## src/rtl/spi_mem_ctrl_pkg.sv

```systemverilog
// Shared types and constants for the SPI SRAM memory controller.
// Frame layout: command byte, 16 address bits, data byte, all MSB-first.
package spi_mem_ctrl_pkg;

    typedef enum logic [1:0] {
        MEM_NOP   = 2'b00,
        MEM_READ  = 2'b01,
        MEM_WRITE = 2'b10
    } mem_ctrl_op_e;

    typedef enum logic [1:0] {
        ST_IDLE  = 2'b00,
        ST_SHIFT = 2'b01,
        ST_DONE  = 2'b10
    } mem_state_e;

    localparam logic [7:0] SPI_CMD_READ  = 8'h03;
    localparam logic [7:0] SPI_CMD_WRITE = 8'h02;

    // 32 bits x 2 phases; the counter value of the final (phase 1) cycle
    localparam logic [5:0] SPI_CNT_LAST = 6'd63;

    // Reads shift out zeros during the data byte
    function automatic logic [31:0] spi_frame(input logic       is_read,
                                              input logic [15:0] addr16,
                                              input logic [7:0]  data);
        logic [7:0] cmd;
        logic [7:0] tail;
        cmd  = is_read ? SPI_CMD_READ : SPI_CMD_WRITE;
        tail = is_read ? 8'h00 : data;
        return {cmd, addr16, tail};
    endfunction

endpackage

```

## src/rtl/spi_mem_ctrl_shifter.sv

```systemverilog
// 32-bit SPI mode-0 frame shifter: two clocks per bit, MOSI held across both phases,
// MISO captured on the edge that ends phase 1.
module spi_shifter
    import spi_mem_ctrl_pkg::*;
(
    input  logic        clock,
    input  logic        reset,
    input  logic        start_i,
    input  logic [31:0] frame_i,
    input  logic        spi_miso_i,
    output logic        busy_o,
    output logic        last_bit_o,
    output logic        spi_sck_o,
    output logic        spi_mosi_o,
    output logic [7:0]  rx_data_o
);

    logic [31:0] frame_q;
    logic [5:0]  cnt_q;
    logic        busy_q;
    logic        sck_q;
    logic [6:0]  rx_q;
    logic        last_bit;

    assign last_bit = busy_q && (cnt_q == SPI_CNT_LAST);

    always_ff @(posedge clock or negedge reset) begin
        if (!reset) begin
            frame_q <= 32'h0;
            cnt_q   <= 6'd0;
            busy_q  <= 1'b0;
            sck_q   <= 1'b0;
            rx_q    <= 7'h0;
        end else if (start_i) begin
            frame_q <= frame_i;
            cnt_q   <= 6'd0;
            busy_q  <= 1'b1;
            sck_q   <= 1'b0;
            rx_q    <= 7'h0;
        end else if (busy_q) begin
            // Counter LSB is the phase: next cycle is phase 1 exactly when this one is phase 0
            sck_q <= ~cnt_q[0];
            if (cnt_q[0]) begin
                frame_q <= {frame_q[30:0], 1'b0};
                rx_q    <= {rx_q[5:0], spi_miso_i};
            end
            if (last_bit) begin
                busy_q <= 1'b0;
            end else begin
                cnt_q <= cnt_q + 6'd1;
            end
        end
    end

    assign busy_o     = busy_q;
    assign last_bit_o = last_bit;
    assign spi_sck_o  = sck_q;
    assign spi_mosi_o = frame_q[31];
    // Includes the bit being sampled on this edge so the top can register a full byte
    assign rx_data_o  = {rx_q, spi_miso_i};

endmodule

```

## src/rtl/spi_mem_ctrl.sv

```systemverilog
// Memory-request responder that performs one SPI SRAM read or write per request
// and returns a single-cycle completion pulse.
module spi_mem_ctrl
    import spi_mem_ctrl_pkg::*;
#(
    parameter int unsigned ADDR_WIDTH     = 16,
    parameter int unsigned DATA_BUS_WIDTH = 8
) (
    input  logic                      clock,
    input  logic                      reset,
    input  mem_ctrl_op_e              mem_ctrl_op,
    input  logic [ADDR_WIDTH-1:0]     addr,
    input  logic [DATA_BUS_WIDTH-1:0] wdata,
    output logic [DATA_BUS_WIDTH-1:0] rdata,
    output logic                      mem_op_done,
    output logic                      spi_cs_n,
    output logic                      spi_sck,
    output logic                      spi_mosi,
    input  logic                      spi_miso
);

    mem_state_e                state_q;
    logic                      cs_n_q;
    logic                      done_q;
    logic                      is_read_q;
    logic [DATA_BUS_WIDTH-1:0] rdata_q;

    logic        req_valid;
    logic        req_read;
    logic        accept;
    logic [31:0] frame;
    logic        shift_busy;
    logic        shift_last;
    logic [7:0]  shift_rx;

    // The spare op encoding falls into the default arm and is never accepted
    always_comb begin
        req_valid = 1'b0;
        req_read  = 1'b0;
        case (mem_ctrl_op)
            MEM_READ: begin
                req_valid = 1'b1;
                req_read  = 1'b1;
            end
            MEM_WRITE: req_valid = 1'b1;
            default:   req_valid = 1'b0;
        endcase
    end

    assign accept = (state_q == ST_IDLE) && req_valid;
    assign frame  = spi_frame(req_read, 16'(addr), 8'(wdata));

    spi_shifter u_shifter (
        .clock      (clock),
        .reset      (reset),
        .start_i    (accept),
        .frame_i    (frame),
        .spi_miso_i (spi_miso),
        .busy_o     (shift_busy),
        .last_bit_o (shift_last),
        .spi_sck_o  (spi_sck),
        .spi_mosi_o (spi_mosi),
        .rx_data_o  (shift_rx)
    );

    always_ff @(posedge clock or negedge reset) begin
        if (!reset) begin
            state_q   <= ST_IDLE;
            cs_n_q    <= 1'b1;
            done_q    <= 1'b0;
            is_read_q <= 1'b0;
            rdata_q   <= '0;
        end else begin
            case (state_q)
                ST_IDLE: begin
                    done_q <= 1'b0;
                    if (accept) begin
                        state_q   <= ST_SHIFT;
                        cs_n_q    <= 1'b0;
                        is_read_q <= req_read;
                    end
                end
                ST_SHIFT: begin
                    if (shift_last) begin
                        state_q <= ST_DONE;
                        cs_n_q  <= 1'b1;
                        done_q  <= 1'b1;
                        if (is_read_q) begin
                            rdata_q <= DATA_BUS_WIDTH'(shift_rx);
                        end
                    end else if (!shift_busy) begin
                        // Shifter lost its frame without finishing: drop back quietly
                        state_q <= ST_IDLE;
                        cs_n_q  <= 1'b1;
                    end
                end
                ST_DONE: begin
                    state_q <= ST_IDLE;
                    done_q  <= 1'b0;
                end
                default: begin
                    state_q <= ST_IDLE;
                    cs_n_q  <= 1'b1;
                    done_q  <= 1'b0;
                end
            endcase
        end
    end

    assign rdata       = rdata_q;
    assign mem_op_done = done_q;
    assign spi_cs_n    = cs_n_q;

endmodule

```

## config.mk

```make
export PLATFORM = sky130hd
export DESIGN_NAME = spi_mem_ctrl
export DESIGN_NICKNAME = d
export VERILOG_FILES = /design/src/rtl/spi_mem_ctrl_pkg.sv /design/src/rtl/spi_mem_ctrl_shifter.sv /design/src/rtl/spi_mem_ctrl.sv
export SDC_FILE = /design/constraint.sdc
export NUM_CORES = 1
export LEC_CHECK = 0
export CAP_MARGIN = 40
export CORE_ASPECT_RATIO = 0.8
export CORE_MARGIN = 5
export CORE_UTILIZATION = 40
export CTS_CLUSTER_SIZE = 25
export DETAILED_ROUTE_END_ITERATION = 10
export PLACE_DENSITY = 0.6
export SLEW_MARGIN = 20
export SYNTH_ARGS = -nofsm -noshare
export SYNTH_HDL_FRONTEND = slang
export SYNTH_SLANG_ARGS = --single-unit
```

## constraint.sdc

```tcl
create_clock -name clock -period 2.5 [get_ports clock]
set_clock_uncertainty 0.1 [all_clocks]
set_input_delay 0.375 -clock clock [delete_from_list [all_inputs] [get_ports clock]]
set_output_delay 0.375 -clock clock [all_outputs]
set_load 0.01 [all_outputs]
```

==> flow_summary.toml <==
[sta]
maxClockFrequency_mhz = 500
timing.slew.headroom_pct = 58.5
drv_slew = 0
rsz_0062_raised_after_global_routing = "no"
setup_viol = 0
totalNegativeSetupSlack_ns = 0
tightest_slew_ns = 0.618
timing.final.ws_setup_ns = 0.499
final_hold_viol_count = 0
period_share_pct = 80.0
fin_crit_ns = 2.00

[global_route]
grt_pass1_vias = 1957
grt_pass1_wl_mm = 9.27
global_route.overflow_total = 0
grt_overall_usage_pct = 14.6
grt_max_degree = 44
antenna_violations_before_repair = 0

[power]
vdd_drop_max_mv = 0.910
seqPwrFrac_pct = 42.3
switching_share_pct = 34.5
power.clock.fraction_pct = 25.3
design_power_total_w = 0.00374
leakagePower_nw = 1.49
power.internal_w = 0.00245
power_density_nw_per_um2 = 1120
switching_power_w = 0.00129
pwr-share-comb_pct = 32.4

[routing]
first_pass_detailed_route_iteration_total = 4
routed_via_density = 5.04
detail_route_antenna_nets = 0
number_of_design_rule_violations_left_by_the_first_detailed_router_iteration = 84
vias = 2022
drc = 0
detail_route.wl_per_cell_um = 13.3
finalWirelength_mm = 5.35

[setup_path]
worst-endpoint-required_ns = 2.61
cpMaxStageDelayCell = "sky130_fd_sc_hd__nor4_4"
cp-start-kind = "flip-flop"
timing_worst_setup_path_type = "flip-flop to flip-flop"
critPathBufInv = 0
worstPathArrival_ns = 2.12
critPathTopFamily = "simple AND/OR/NAND/NOR gates"
max_stage_delay_ns = 0.58
crit_chain = "ha_1, nand3_1, nor4_4, mux2_2"
crit_path_end_kind = "flip-flop"
critical_path.max_fanout = 8

[placed_design]
gp_congestion = 0.733
dp_worst_setup_slack_ns = 0.231
post-dp-hpwl_mm = 3.41
port-buffer-count = 40

[synthesis]
synth-warning-count = 0
synth_xor_xnor_area_share_pct = 0
dominantRegCellSynth = "sky130_fd_sc_hd__dfrtp_1"
post_synth_num_cell_types = 32
muxShareOfSynthArea_pct = 4.63
syn_area_per_cell_um2 = 9.58
synth_edf_count = 0
synth_top_family_by_area = "simple AND/OR/NAND/NOR gates"
synthesis.instances = 271
yosys_register_bits = 60
ys_seq_area_share_pct = 57.9
synthArstFlopShare_pct = 100
synthAdderAreaFrac_pct = 0.964
synth_compound_area_share_pct = 13.3
synthesis.area_um2 = 2590
synthSimpleGateAreaFrac_pct = 20.0
number_of_nets_in_the_synthesized_netlist = 302

[die]
chipWidth_um = 100
core_area_um2 = 6340
die_area_um2 = 8210
pin_count = 41
initial_utilization_pct = 40.9
fp-row-count = 26
die_y_um = 82.0

[cts]
cts-hold-fix-buffers = 1
cts_resized = 0
clock_path_buffers = 2
cts-buffers-inserted = 9
post_cts.repair.setup_buffers = 0
worstSkewPairLatency_ns = 0.33
clock_tree_from_tritoncts = "yes"
clkSinkCount = 60
cts-htree-levels = 3
cts.root.buffer_cell = "sky130_fd_sc_hd__clkbuf_8"
clk_pin_slew_ns = 0.06

[layout]
layout-area-overhead-vs-synth_pct = 28.3
layout_common_cells = "82 x sky130_fd_sc_hd__nand2_1, 59 x sky130_fd_sc_hd__dfrtp_1, 39 x sky130_fd_sc_hd__clkdlybuf4s50_1"
mostFrequentLayoutCell = "sky130_fd_sc_hd__nand2_1"
design.final.nets = 343
final_util_pct = 52.5
final_layout_size_suffix_gt1_share_pct = 11.7
n_antenna_cell = 0

[run_status]
status = "finished, final reports clean"

[worst_hold_path]
min-delay-path-class = "flip-flop to flip-flop"

[run]
cap_violations = 0
## per-stage QoR
stage	instance area (um2)	hold slack, ns	cells
5_1_grt	3330	0.423	401
6_report	3330	0.385	401
2_1_floorplan	2590	-0.0206	271
3_5_place_dp	3100	0.297	384
3_3_place_gp	3100	0.297	384
4_1_cts	3330	0.399	401
## cell usage after synthesis (2+ instances only)
cell | count | area [um2]
sky130_fd_sc_hd__nand3_1 | 3 | 15.0
sky130_fd_sc_hd__dfrtp_1 | 59 | 1480
sky130_fd_sc_hd__mux2_2 | 8 | 90.1
sky130_fd_sc_hd__inv_1 | 4 | 15.0
sky130_fd_sc_hd__mux2i_1 | 3 | 30.0
sky130_fd_sc_hd__buf_1 | 2 | 7.51
sky130_fd_sc_hd__and3_1 | 2 | 12.5
sky130_fd_sc_hd__ha_1 | 2 | 25.0
sky130_fd_sc_hd__clkbuf_1 | 11 | 41.3
sky130_fd_sc_hd__nor2_1 | 18 | 67.6
sky130_fd_sc_hd__buf_2 | 4 | 20.0
sky130_fd_sc_hd__nor3_1 | 4 | 20.0
sky130_fd_sc_hd__nand2_1 | 82 | 308
sky130_fd_sc_hd__o21a_1 | 2 | 15.0
sky130_fd_sc_hd__a21oi_1 | 24 | 120
sky130_fd_sc_hd__a31oi_1 | 23 | 144
sky130_fd_sc_hd__nand2b_1 | 2 | 12.5
sky130_fd_sc_hd__o21ai_0 | 4 | 20.0
## flip-flops by register name, summed over array words and instances (netlist names)
signal,cells
mem_op_done,1
rdata,8
u_shifter.cnt_q,6
spi_cs_n,1
u_shifter.frame_q,32
u_shifter.busy_o,1
u_shifter.spi_sck_o,1
state_q,2
u_shifter.rx_q,7
is_read_q,1
## layer usage
metal	vias to the layer above	track usage, %	wire length [um]
met4	0	4.85	67
met2	28	22.0	2500
met5	-	0	0
met1	982	19.3	2560
met3	6	5.77	223
li1	1006	-	-
## cell type report
class | instances | area [um2]
Clock buffer | 11 | 141
Clock inverter | 5 | 75.1
Fill cell | 607 | 3020
Inverter | 4 | 15.0
Multi-Input combinational cell | 190 | 1010
Sequential cell | 60 | 1500
Tap cell | 84 | 105
Timing Repair Buffer | 47 | 475
## power by group through the flow
stage	Sequential, W	Combinational (W)	Clock (W)
6_report	0.00158	0.00121	0.000946
5_1_grt	0.00164	0.00140	0.00102
4_1_cts	0.00158	0.00123	0.000970
3_5_place_dp	0.00160	0.00123	0
3_3_place_gp	0.00159	0.00120	0
2_1_floorplan	0.00154	0.000901	0
## worst min-delay path, stage by stage (launching register included)
cell	delay, ns
sky130_fd_sc_hd__dfrtp_1	0.34
sky130_fd_sc_hd__nand2_1	0.05
sky130_fd_sc_hd__nand3_1	0.07
## cells by family after synthesis
group	count (synthesis)
simple gates	119
mux	11
buf+inv	21
compound gates	58
flops	60
fa+ha+maj	2
## path summary, 6_finish.rpt
check | end | startpoint | cells past startpoint | slack, ns
hold reg to reg | u_shifter.frame_q[25]$_DFFE_PN0P_ | u_shifter.frame_q[24]$_DFFE_PN0P_ | 2 | 0.39
min in group asynchronous | u_shifter.cnt_q[0]$_DFFE_PN0P_ | reset | 2 | 0.46
setup / recovery | rdata[4]$_DFFE_PN0P_ | u_shifter.cnt_q[0]$_DFFE_PN0P_ | 4 | 0.50
setup reg to reg | rdata[4]$_DFFE_PN0P_ | u_shifter.cnt_q[0]$_DFFE_PN0P_ | 4 | 0.50
hold / removal | u_shifter.frame_q[25]$_DFFE_PN0P_ | u_shifter.frame_q[24]$_DFFE_PN0P_ | 2 | 0.39
max in group asynchronous | u_shifter.rx_q[3]$_DFFE_PN0P_ | reset | 3 | 1.25
(Power assumes the default switching activity.)
